<file path="src/rtl/tb4004_pkg.sv">
// Shared definitions for the 4004 fetch path: machine-cycle encodings,
// the cycles that matter to fetch, and default widths.
package tb4004_pkg;

  localparam int DEF_ADDR_W      = 12;
  localparam int DEF_STACK_DEPTH = 3;

  typedef enum logic [2:0] {
    CYC_A1 = 3'd0,
    CYC_A2 = 3'd1,
    CYC_A3 = 3'd2,
    CYC_M1 = 3'd3,
    CYC_M2 = 3'd4,
    CYC_X1 = 3'd5,
    CYC_X2 = 3'd6,
    CYC_X3 = 3'd7
  } cycle_t;

  localparam cycle_t CYC_OPR = CYC_M1;
  localparam cycle_t CYC_OPA = CYC_M2;
  localparam cycle_t CYC_DEC = CYC_X1;
  localparam cycle_t CYC_UPD = CYC_X3;

  // Machine cycles run freely and wrap from X3 back to A1.
  function automatic cycle_t next_cycle(input cycle_t c);
    return cycle_t'(c + 3'd1);
  endfunction

endpackage

</file>
<file path="src/rtl/fetch_ctrl_addr_stack.sv">
// Circular return-address stack of the 4004. Optional sticky overflow /
// underflow flag is built only when FETCH_STACK_GUARD_EN is defined.
module addr_stack
  import tb4004_pkg::*;
#(
  parameter int ADDR_W = DEF_ADDR_W,
  parameter int DEPTH  = DEF_STACK_DEPTH
) (
  input  logic              clk,
  input  logic              rst,
  input  logic              push,
  input  logic              pop,
  input  logic [ADDR_W-1:0] din,
  output logic [ADDR_W-1:0] dout,
  output logic              err
);

  localparam int PTR_W = (DEPTH > 1) ? $clog2(DEPTH) : 1;
  localparam logic [PTR_W-1:0] PTR_LAST = PTR_W'(DEPTH - 1);
  localparam logic [PTR_W-1:0] PTR_ZERO = {PTR_W{1'b0}};
  localparam logic [PTR_W-1:0] PTR_ONE  = PTR_W'(1);

  logic [ADDR_W-1:0] mem [DEPTH];
  logic [PTR_W-1:0]  ptr;
  logic [PTR_W-1:0]  ptr_inc;
  logic [PTR_W-1:0]  ptr_dec;

  // Pointer arithmetic modulo DEPTH; the top entry sits just below ptr.
  always_comb begin
    ptr_inc = PTR_ZERO;
    ptr_dec = PTR_ZERO;
    if (ptr == PTR_LAST) begin
      ptr_inc = PTR_ZERO;
    end else begin
      ptr_inc = ptr + PTR_ONE;
    end
    if (ptr == PTR_ZERO) begin
      ptr_dec = PTR_LAST;
    end else begin
      ptr_dec = ptr - PTR_ONE;
    end
    dout = mem[ptr_dec];
  end

  // Stack storage and pointer; pop wins over push, wraps never block.
  always_ff @(posedge clk or posedge rst) begin
    if (rst) begin
      ptr <= PTR_ZERO;
      for (int i = 0; i < DEPTH; i++) begin
        mem[i] <= {ADDR_W{1'b0}};
      end
    end else if (pop) begin
      ptr <= ptr_dec;
    end else if (push) begin
      mem[ptr] <= din;
      ptr      <= ptr_inc;
    end
  end

`ifdef FETCH_STACK_GUARD_EN
  localparam int OCC_W = PTR_W + 1;
  localparam logic [OCC_W-1:0] OCC_FULL = OCC_W'(DEPTH);
  localparam logic [OCC_W-1:0] OCC_ZERO = {OCC_W{1'b0}};
  localparam logic [OCC_W-1:0] OCC_ONE  = OCC_W'(1);

  logic [OCC_W-1:0] occ;

  // Occupancy saturates at 0..DEPTH; any push on full or pop on empty latches err.
  always_ff @(posedge clk or posedge rst) begin
    if (rst) begin
      occ <= OCC_ZERO;
      err <= 1'b0;
    end else if (pop) begin
      if (occ == OCC_ZERO) begin
        err <= 1'b1;
      end else begin
        occ <= occ - OCC_ONE;
      end
    end else if (push) begin
      if (occ == OCC_FULL) begin
        err <= 1'b1;
      end else begin
        occ <= occ + OCC_ONE;
      end
    end
  end
`else
  assign err = 1'b0;
`endif

endmodule

</file>
<file path="src/rtl/fetch_ctrl.sv">
// 4004 instruction-fetch sequencer: machine cycle, PC, nibble capture.
// Optional stack guard enabled by defining FETCH_STACK_GUARD_EN.
module fetch_ctrl
  import tb4004_pkg::*;
#(
  parameter int                ADDR_W      = DEF_ADDR_W,
  parameter int                STACK_DEPTH = DEF_STACK_DEPTH,
  parameter logic [ADDR_W-1:0] RESET_PC    = {ADDR_W{1'b0}}
) (
  input  logic              clk,
  input  logic              rst,
  input  logic [3:0]        nibble,
  input  logic              two_byte,
  input  logic              pc_load,
  input  logic [ADDR_W-1:0] load_addr,
  input  logic              push,
  input  logic              pop,
  output logic [ADDR_W-1:0] addr,
  output logic [2:0]        cycle,
  output logic              sync,
  output logic [3:0]        opr,
  output logic [3:0]        opa,
  output logic [3:0]        arg_hi,
  output logic [3:0]        arg_lo,
  output logic              word2,
  output logic              word_valid,
  output logic              stack_err
);

  localparam logic [ADDR_W-1:0] PC_ONE = ADDR_W'(1);

  cycle_t            cyc;
  cycle_t            cyc_nxt;
  logic [ADDR_W-1:0] pc;
  logic [ADDR_W-1:0] pc_nxt;
  logic              two_byte_smp;
  logic              stack_push;
  logic              stack_pop;
  logic [ADDR_W-1:0] stack_dout;

  assign addr  = pc;
  assign cycle = cyc;

  // Machine-cycle state register.
  always_ff @(posedge clk or posedge rst) begin
    if (rst) begin
      cyc <= CYC_A1;
    end else begin
      cyc <= cyc_nxt;
    end
  end

  // Next cycle plus the frame-end PC / stack decision.
  always_comb begin
    cyc_nxt    = next_cycle(cyc);
    stack_push = 1'b0;
    stack_pop  = 1'b0;
    pc_nxt     = pc;
    if (cyc == CYC_UPD) begin
      if (pop) begin
        stack_pop = 1'b1;
        pc_nxt    = stack_dout;
      end else if (pc_load) begin
        stack_push = push;
        pc_nxt     = load_addr;
      end else begin
        pc_nxt = pc + PC_ONE;
      end
    end else begin
      pc_nxt = pc;
    end
  end

  // Program counter; only moves on the X3 -> A1 edge so addr is frame-stable.
  always_ff @(posedge clk or posedge rst) begin
    if (rst) begin
      pc <= RESET_PC;
    end else begin
      pc <= pc_nxt;
    end
  end

  // Nibble capture, two_byte sampling and word2 sequencing.
  always_ff @(posedge clk or posedge rst) begin
    if (rst) begin
      opr          <= 4'h0;
      opa          <= 4'h0;
      arg_hi       <= 4'h0;
      arg_lo       <= 4'h0;
      word2        <= 1'b0;
      two_byte_smp <= 1'b0;
    end else begin
      case (cyc)
        CYC_OPR: begin
          if (word2) arg_hi <= nibble;
          else       opr    <= nibble;
        end
        CYC_OPA: begin
          if (word2) arg_lo <= nibble;
          else       opa    <= nibble;
        end
        CYC_DEC: begin
          if (!word2) two_byte_smp <= two_byte;
        end
        CYC_UPD: begin
          word2 <= word2 ? 1'b0 : two_byte_smp;
        end
        default: begin
        end
      endcase
    end
  end

  // Registered strobes: each is set on the edge entering its cycle.
  always_ff @(posedge clk or posedge rst) begin
    if (rst) begin
      sync       <= 1'b1;
      word_valid <= 1'b0;
    end else begin
      sync       <= (cyc == CYC_X3);
      word_valid <= (cyc == CYC_M2);
    end
  end

  addr_stack #(
    .ADDR_W (ADDR_W),
    .DEPTH  (STACK_DEPTH)
  ) u_stack (
    .clk  (clk),
    .rst  (rst),
    .push (stack_push),
    .pop  (stack_pop),
    .din  (pc + PC_ONE),
    .dout (stack_dout),
    .err  (stack_err)
  );

endmodule

</file>
<file path="config.mk">
export PLATFORM = sky130hd
export DESIGN_NAME = fetch_ctrl
export DESIGN_NICKNAME = d
export VERILOG_FILES = /design/src/rtl/tb4004_pkg.sv /design/src/rtl/fetch_ctrl_addr_stack.sv /design/src/rtl/fetch_ctrl.sv
export SDC_FILE = /design/constraint.sdc
export NUM_CORES = 1
export LEC_CHECK = 0
export ABC_AREA = 1
export ABC_CLOCK_PERIOD_IN_PS = 2970
export CORE_UTILIZATION = 54
export CTS_CLUSTER_SIZE = 14
export DETAILED_ROUTE_END_ITERATION = 12
export GPL_TIMING_DRIVEN = 0
export PLACE_DENSITY = 0.91
export RECOVER_POWER = 50
export SYNTH_ARGS = -nofsm -noshare
export SYNTH_HDL_FRONTEND = slang
export SYNTH_SLANG_ARGS = --single-unit
</file>
<file path="constraint.sdc">
create_clock -name clk -period 2.97 [get_ports clk]
set_clock_uncertainty 0.15 [all_clocks]
set_input_delay 0.4455 -clock clk [delete_from_list [all_inputs] [get_ports clk]]
set_output_delay 0.4455 -clock clk [all_outputs]
set_load 0.05 [all_outputs]
</file>
==> summary.md, run 1 <==
| Metric | Value |
|---|---|
| Setup-failing EPs final | 0 |
| Clock Tree Root | clkbuf_8 |
| Critical Path RT | 2.37 ns |
| Sink Count | 73 |
| DR vias | 3346 |
| Row count | 29 |
| Core Util, Final | 0.699 |
| Post-detail-place hpwl | 6330 um |
| Worst-skew pair later-pin latency | 0.36 ns |
| Share of power burned in registers | 0.395 |
| Top-Level Pins | 57 |
| Sw Share | 0.387 |
| Drt wl/cell | 15.6 um |
| Final min period | 2.34 ns |
| Fillcell total | 475 |
| PwrDens | 705 nW/um^2 |
| Vias in the first global route | 3273 |
| Min Hold Slack | 0.277 ns |
| Top cells by area, synth | dfrtp_1, nand2_1, o21ai_0, ha_1, nor2_1 |
| Worst Tran Pin Value | 1.47 ns |
| Largest net degree at the start of global routing | 74 |
| Die area | 7020 um^2 |
| WP buf/inv | 1 |
| # hold bufs at CTS | 0 |
| Outcome | finished with violations |
| Synthesized instance count | 442 |
| Slowest stage cell, crit path | clkdlybuf4s50_1 |
| Failing checks | max-capacitance violations |
| Cell count along the critical path | 1 |
| Beginning of the critical path | addr[0]$_DFFE_PP0N_ |
| Max frequency | 0.428 GHz |
| R2r startpoint | cycle[0]$_DFF_PP0_ |
| Yosys top cell area share | 0.499 |
| Final period util | 0.787 |
| Place WS | 0.923 ns |
| NetSw | 1.22 mW |
| Post-CTS Resized | 0 |
| Crit Path Class | reg2out |
| EDFF count, synth | 0 |
| Initial Utilization | 0.566 |
| Synth top cells by count | nand2_1, dfrtp_1, o21ai_0, nor2_1, inv_1 |
| Sequential area share after synthesis | 0.506 |
| Ys Warns | 0 |
| Slew HR | 0.0179 |
| Antenna viol nets, final | 0 |
| DRC violations left | 0 |
| Setup TNS | 0 ns |
| Post-synth top area cell | dfrtp_1 |
| Ys flop type | dfrtp_1 |
| Largest stage delay, worst path | 0.86 ns |
| Clock Path Buffers | 2 |
| CP top delay family | buffers and inverters |
| Max-cap violation count | 1 |
| Die W | 83.8 um |
| Drt initial violations | 433 |
| Crit. End Element | output port |
| Internal power | 1.93 mW |
| Share of layout cells above drive strength 1 | 0.0977 |
| Vias per cell | 5.68 |
| Initial antenna violation count | 0 |
| Final hold vios | 0 |
| Mapped cell area | 3610 um^2 |
| Nets@finish | 541 |
| DRT Pass-1 Iters | 5 |
| RSZ-0062 raised after global routing | false |
| Async SR Flop Fraction | 1.00 |
| Cell Chain, Critical Path | clkdlybuf4s50_1 |
| Comb pwr share | 0.330 |
| Syn avg cell area | 8.17 um^2 |
| Setup WS post-layout | 0.633 ns |
| Syn nets | 476 |
| Tot GR Track Use | 0.278 |
| Crit path max fanout | 9 |
| Critical Path Sink | addr[0] |
| CTS clock-pin slew for the worst setup and hold paths | 0.08 ns |
| Class of the worst hold path | in2reg |
| Grt ovf | 0 |
| CORE AREA | 6390 um^2 |
| Critical path startpoint category | register |
| Crit path arrival time | 1.74 ns |
| GP Congestion | 0.907 |
| R2R setup slack | 0.69 ns |
| Seq cells post-synth | 73 |
| Clk pwr share | 0.275 |
| Die Y | 83.8 um |
| Max VDD drop | 0.000428 V |
| Synth unique cells | 31 |
| Number of port buffers | 54 |
| Num CTS Buffers | 9 |
| Setup bufs post-CTS | 0 |
| H-Tree Depth | 3 |
| Top-count cell post-synth | nand2_1 |
| Leakage | 2.15 nW |
| First-pass GRT wire length | 15100 um |
| Post-Route WL | 9180 um |
| Worst-case reg-to-reg path depth | 10 |
| Synth-to-Final Area Change | 23.6% |
| TritonCTS clock tree | yes |
| Diode count | 0 |
| Max Slew Vio Count | 0 |
| Worst R2R End | u_stack.mem[35]$_DFFE_PP0P_ |
-- cell usage in the layout, fill, tap and decap left out, types with 5 or more instances in the layout --
cell and n:
nand3_1 18, inv_1 33, ha_1 12, buf_2 9, clkdlybuf4s50_1 53, dfrtp_1 72, nand2_1 137, o21ai_1 7
a21oi_1 8, o21ai_0 62, clkbuf_8 9, buf_4 5, nor2_1 38, a22oi_1 7
-- sequential cells by signal (all words and copies together), names as in the netlist, 2 cells and up --
register	cells
cycle	3
opa	4
opr	4
arg_lo	4
addr	12
u_stack.ptr	2
u_stack.mem	36
arg_hi	4
-- how the worst min path moves through the flow --
stage	from	to	slack [ns]	cells past startpoint
final	pc_load	addr[3]$_DFFE_PP0N_	0.28	3
after global routing	pc_load	addr[3]$_DFFE_PP0N_	0.29	3
after CTS	pc_load	addr[4]$_DFFE_PP0N_	0.28	3
after detailed placement	u_stack.mem[33]$_DFFE_PP0P_	u_stack.mem[33]$_DFFE_PP0P_	0.31	2
after global placement	u_stack.mem[34]$_DFFE_PP0P_	u_stack.mem[34]$_DFFE_PP0P_	0.31	2
after floorplan	u_stack.mem[32]$_DFFE_PP0P_	u_stack.mem[32]$_DFFE_PP0P_	0.29	2
-- cells by family after synthesis --
| logic type | synth area share |
|---|---|
| multiplexers | 0.00312 |
| flip-flops | 0.506 |
| XOR/XNOR | 0.00728 |
| other | 0.00104 |
| AO/OA/AOI/OAI | 0.133 |
| buffers and inverters | 0.0696 |
| AND/OR/NAND/NOR | 0.239 |
| adder cells (fa/ha/maj) | 0.0416 |
-- power by group through the flow --
stage	Sequential (mW)	Combinational (mW)	Clock, mW
after global placement	1.25	0.988	0
after global routing	1.25	1.11	0.915
after floorplan	1.51	0.404	0
final	1.24	1.04	0.866
after detailed placement	1.25	1.02	0
after CTS	1.24	1.03	0.867
-- stage by stage --
step,std cells,area (um^2),total power [mW]
after detailed placement,573,4250,2.27
after global placement,573,4250,2.23
after CTS,589,4470,3.13
after floorplan,442,3610,1.91
final,589,4460,3.15
after global routing,589,4460,3.28
-- routing by layer --
metal,GRT usage,share of wire,vias to the layer above
met5,0,0,-
met4,0.148,0.038,0
met3,0.0811,0.081,41
met2,0.440,0.48,167
met1,0.345,0.40,1586
li1,-,-,1552
-- cell type report --
cell class,count,area (um^2),area share
multi-input combinational,314,1530,0.343
clock buffer,10,128,0.0286
clock inverter,6,91.3,0.0205
timing repair buffer,54,541,0.121
tap,77,96.3,0.0216
buffer,17,101,0.0227
inverter,38,146,0.0328
sequential,73,1830,0.409
No activity file was read; power rests on OpenSTA's default activity.
==> run 2: changes to the inputs <==
Settings changed: ABC_CLOCK_PERIOD_IN_PS 2970 to 1960, CORE_UTILIZATION 54 to 48, PLACE_DENSITY 0.91 to 0.86.
Clock period 2.97 ns to 1.96 ns, I/O delays scaled along.
==> summary.md, run 2 (synthesis gave the netlist of run 1 again) <==
| Metric | Value |
|---|---|
| Outcome | complete, no violations |
| H-Tree Depth | 3 (unchanged) |
| WP buf/inv | 3 (+2) |
| Class of the worst hold path | in2reg |
| Setup WS post-layout | 0.0776 ns (-0.556 ns) |
| Max-cap violation count | 0 (-1) |
| Share of layout cells above drive strength 1 | 0.140 (+0.0425) |
| Fillcell total | 615 (+29%) |
| Clock Path Buffers | 2 (unchanged) |
| Layout Cell Area excl Fill | 4650 um^2 (+4.1%) |
| Largest stage delay, worst path | 0.41 ns (-0.45 ns) |
| Die Y | 88.8 um (+5.9%) |
| Setup TNS | 0 ns (unchanged) |
| Core Util, Final | 0.641 (-0.0580) |
| Top-Level Pins | 57 (unchanged) |
| Place WS | -0.101 ns (-1.02 ns) |
| Max VDD drop | 0.000675 V (+58%) |
| Row count | 31 (+6.9%) |
| Sw Share | 0.381 (-0.00605) |
| Leakage | 2.31 nW (+7.6%) |
| # hold bufs at CTS | 0 (unchanged) |
| Final non-filler cell total | 620 (+5.3%) |
| Drt initial violations | 245 (-43%) |
| Diode count | 0 (unchanged) |
| R2R setup slack | 0.08 ns (-0.61 ns) |
| Antenna viol nets, final | 0 (unchanged) |
| Initial Utilization | 0.498 (-0.0676) |
| Worst-skew pair later-pin latency | 0.35 ns (about the same) |
| Slowest stage cell, crit path | dfrtp_2 |
| Critical path startpoint category | register |
| Sink Count | 73 (unchanged) |
| DP Area | 4320 um^2 (+1.7%) |
| PwrDens | 1040 nW/um^2 (+48%) |
| Die W | 88.8 um (+5.9%) |
| Num CTS Buffers | 9 (unchanged) |
| Worst-case reg-to-reg path depth | 10 (unchanged) |
| Crit. End Element | register |
| Final min period | 1.88 ns |
| Clock Tree Root | clkbuf_8 |
| # placed instances | 597 (+4.2%) |
| Max frequency | 0.531 GHz |
| Max Slew Vio Count | 0 (unchanged) |
| Min Hold Slack | 0.147 ns (-0.131 ns) |
| Largest net degree at the start of global routing | 31 (-58%) |
| Crit Path Class | reg2reg |
| Crit path max fanout | 9 (unchanged) |
| Top reg by flops | u_stack.mem |
| NetSw | 1.85 mW (+52%) |
| CP top delay family | simple AND/OR/NAND/NOR gates |
| FF/Latch Area | 1830 um^2 (+0.21%) |
| Final hold vios | 0 (unchanged) |
| Crit path arrival time | 1.98 ns (+0.24 ns) |
| First-pass GRT wire length | 15100 um (-0.41%) |
| Beginning of the critical path | cycle[0]$_DFF_PP0_ |
| Comb pwr share | 0.311 (-0.019) |
| Share of power burned in registers | 0.386 (-0.009) |
| DRT Pass-1 Iters | 5 (unchanged) |
| Final period util | 0.960 |
| Clk pwr share | 0.303 (+0.028) |
| TritonCTS clock tree | yes |
| GP Congestion | 0.862 (-5.0%) |
| Max reg flops | 36 (unchanged) |
| Hold Crit Start | pc_load |
| Internal power | 3.00 mW (+56%) |
| DRC violations left | 0 (unchanged) |
| Drt wl/cell | 15.4 um (-0.89%) |
| Post-Route WL | 9570 um (+4.3%) |
| Critical Path RT | 2.06 ns (-0.31 ns) |
| Grt ovf | 0 (unchanged) |
| Slew HR | 0.473 (+0.455) |
| Die area | 7880 um^2 (+12%) |
| Area of the multi-input gates | 1590 um^2 (+3.4%) |
| Initial antenna violation count | 0 (unchanged) |
| R2r startpoint | cycle[0]$_DFF_PP0_ |
| Nets@finish | 550 (+1.7%) |
| Worst hold stages | 3 (unchanged) |
| Min-Delay Endpoint | addr[4]$_DFFE_PP0N_ |
| Post-detail-place hpwl | 6660 um (+5.2%) |
| CORE AREA | 7250 um^2 (+14%) |
| Vias in the first global route | 3281 (+0.24%) |
| Synth-to-Final Area Change | 28.7% |
| Most frequent cells in the layout | nand2_1, dfrtp_1, o21ai_0, nor2_1, dlygate4sd2_1 |
| Commonest non-fill, non-tap cell in the layout | nand2_1 |
| Cell Chain, Critical Path | ha_4 > ha_4 > buf_6 > nand2_2 > nor2_4 > nand2_2 > buf_6 > buf_4 > nand2_1 > o21ai_2 |
| Number of port buffers | 54 (unchanged) |
| Vias per cell | 5.35 (-5.9%) |
| Worst Tran Pin Value | 0.786 ns (-0.687 ns) |
| Tot GR Track Use | 0.256 (-0.0219) |
| Worst R2R End | u_stack.mem[7]$_DFFE_PP0P_ |
| DR vias | 3316 (-0.90%) |
| Final Power | 4.85 mW (+54%) |
| Setup-failing EPs final | 0 (unchanged) |
| CTS clock-pin slew for the worst setup and hold paths | 0.08 ns (about the same) |
run 2: repair_timing:
action                     in CTS  in global routing
setup buffers                   1                  4
setup endpoints to repair      46                 43
pin swaps                       0                  1
resized for setup              41                 18
gates cloned                    0                  2
run 2: how the worst max path moves through the flow:
stage,endpoint,cells past startpoint
floorplan,u_stack.ptr[1]$_DFFE_PP0P_,8
global placement,cycle[0]$_DFF_PP0_,2
detailed placement,addr[6]$_DFFE_PP0N_,8
CTS,u_stack.ptr[1]$_DFFE_PP0P_,8
global route,u_stack.mem[7]$_DFFE_PP0P_,10
finish,u_stack.mem[7]$_DFFE_PP0P_,10
run 2: worst min-delay path: stages:
cell	delay, ns
buf_4	0.15
o21ai_0	0.10
nand2_1	0.07
run 2: power groups by stage:
stage	sequential (mW)	clock (mW)	combinational, mW
4_1_cts	1.87	1.48	1.47
2_1_floorplan	2.29	0	0.612
6_report	1.87	1.47	1.51
5_1_grt	1.90	1.54	1.62
3_3_place_gp	1.89	0	1.50
3_5_place_dp	1.90	0	1.55
run 2: area by class of cell:
| type | instances | share of cell area |
|---|---|---|
| Buffer | 17 | 0.0274 |
| Clock buffer | 9 | 0.0266 |
| Clock inverter | 7 | 0.0269 |
| Inverter | 38 | 0.0328 |
| Multi-Input combinational cell | 314 | 0.341 |
| Sequential cell | 73 | 0.394 |
| Tap cell | 99 | 0.0266 |
| Timing Repair Buffer | 63 | 0.125 |
run 2: metal layers:
| metal | up-vias | routed length (um) | global-route usage |
|---|---|---|---|
| met2 | 148 | 4770 | 0.422 |
| met5 | - | 0 | 0 |
| met4 | 0 | 304 | 0.147 |
| met1 | 1577 | 3870 | 0.313 |
| li1 | 1561 | - | - |
| met3 | 30 | 623 | 0.0532 |
==> run 3: changes to the inputs <==
Settings changed: RECOVER_POWER 50 to 100.
==> results of run 3 <==
The final DEF is identical to that of run 2; final timing and power are the same.
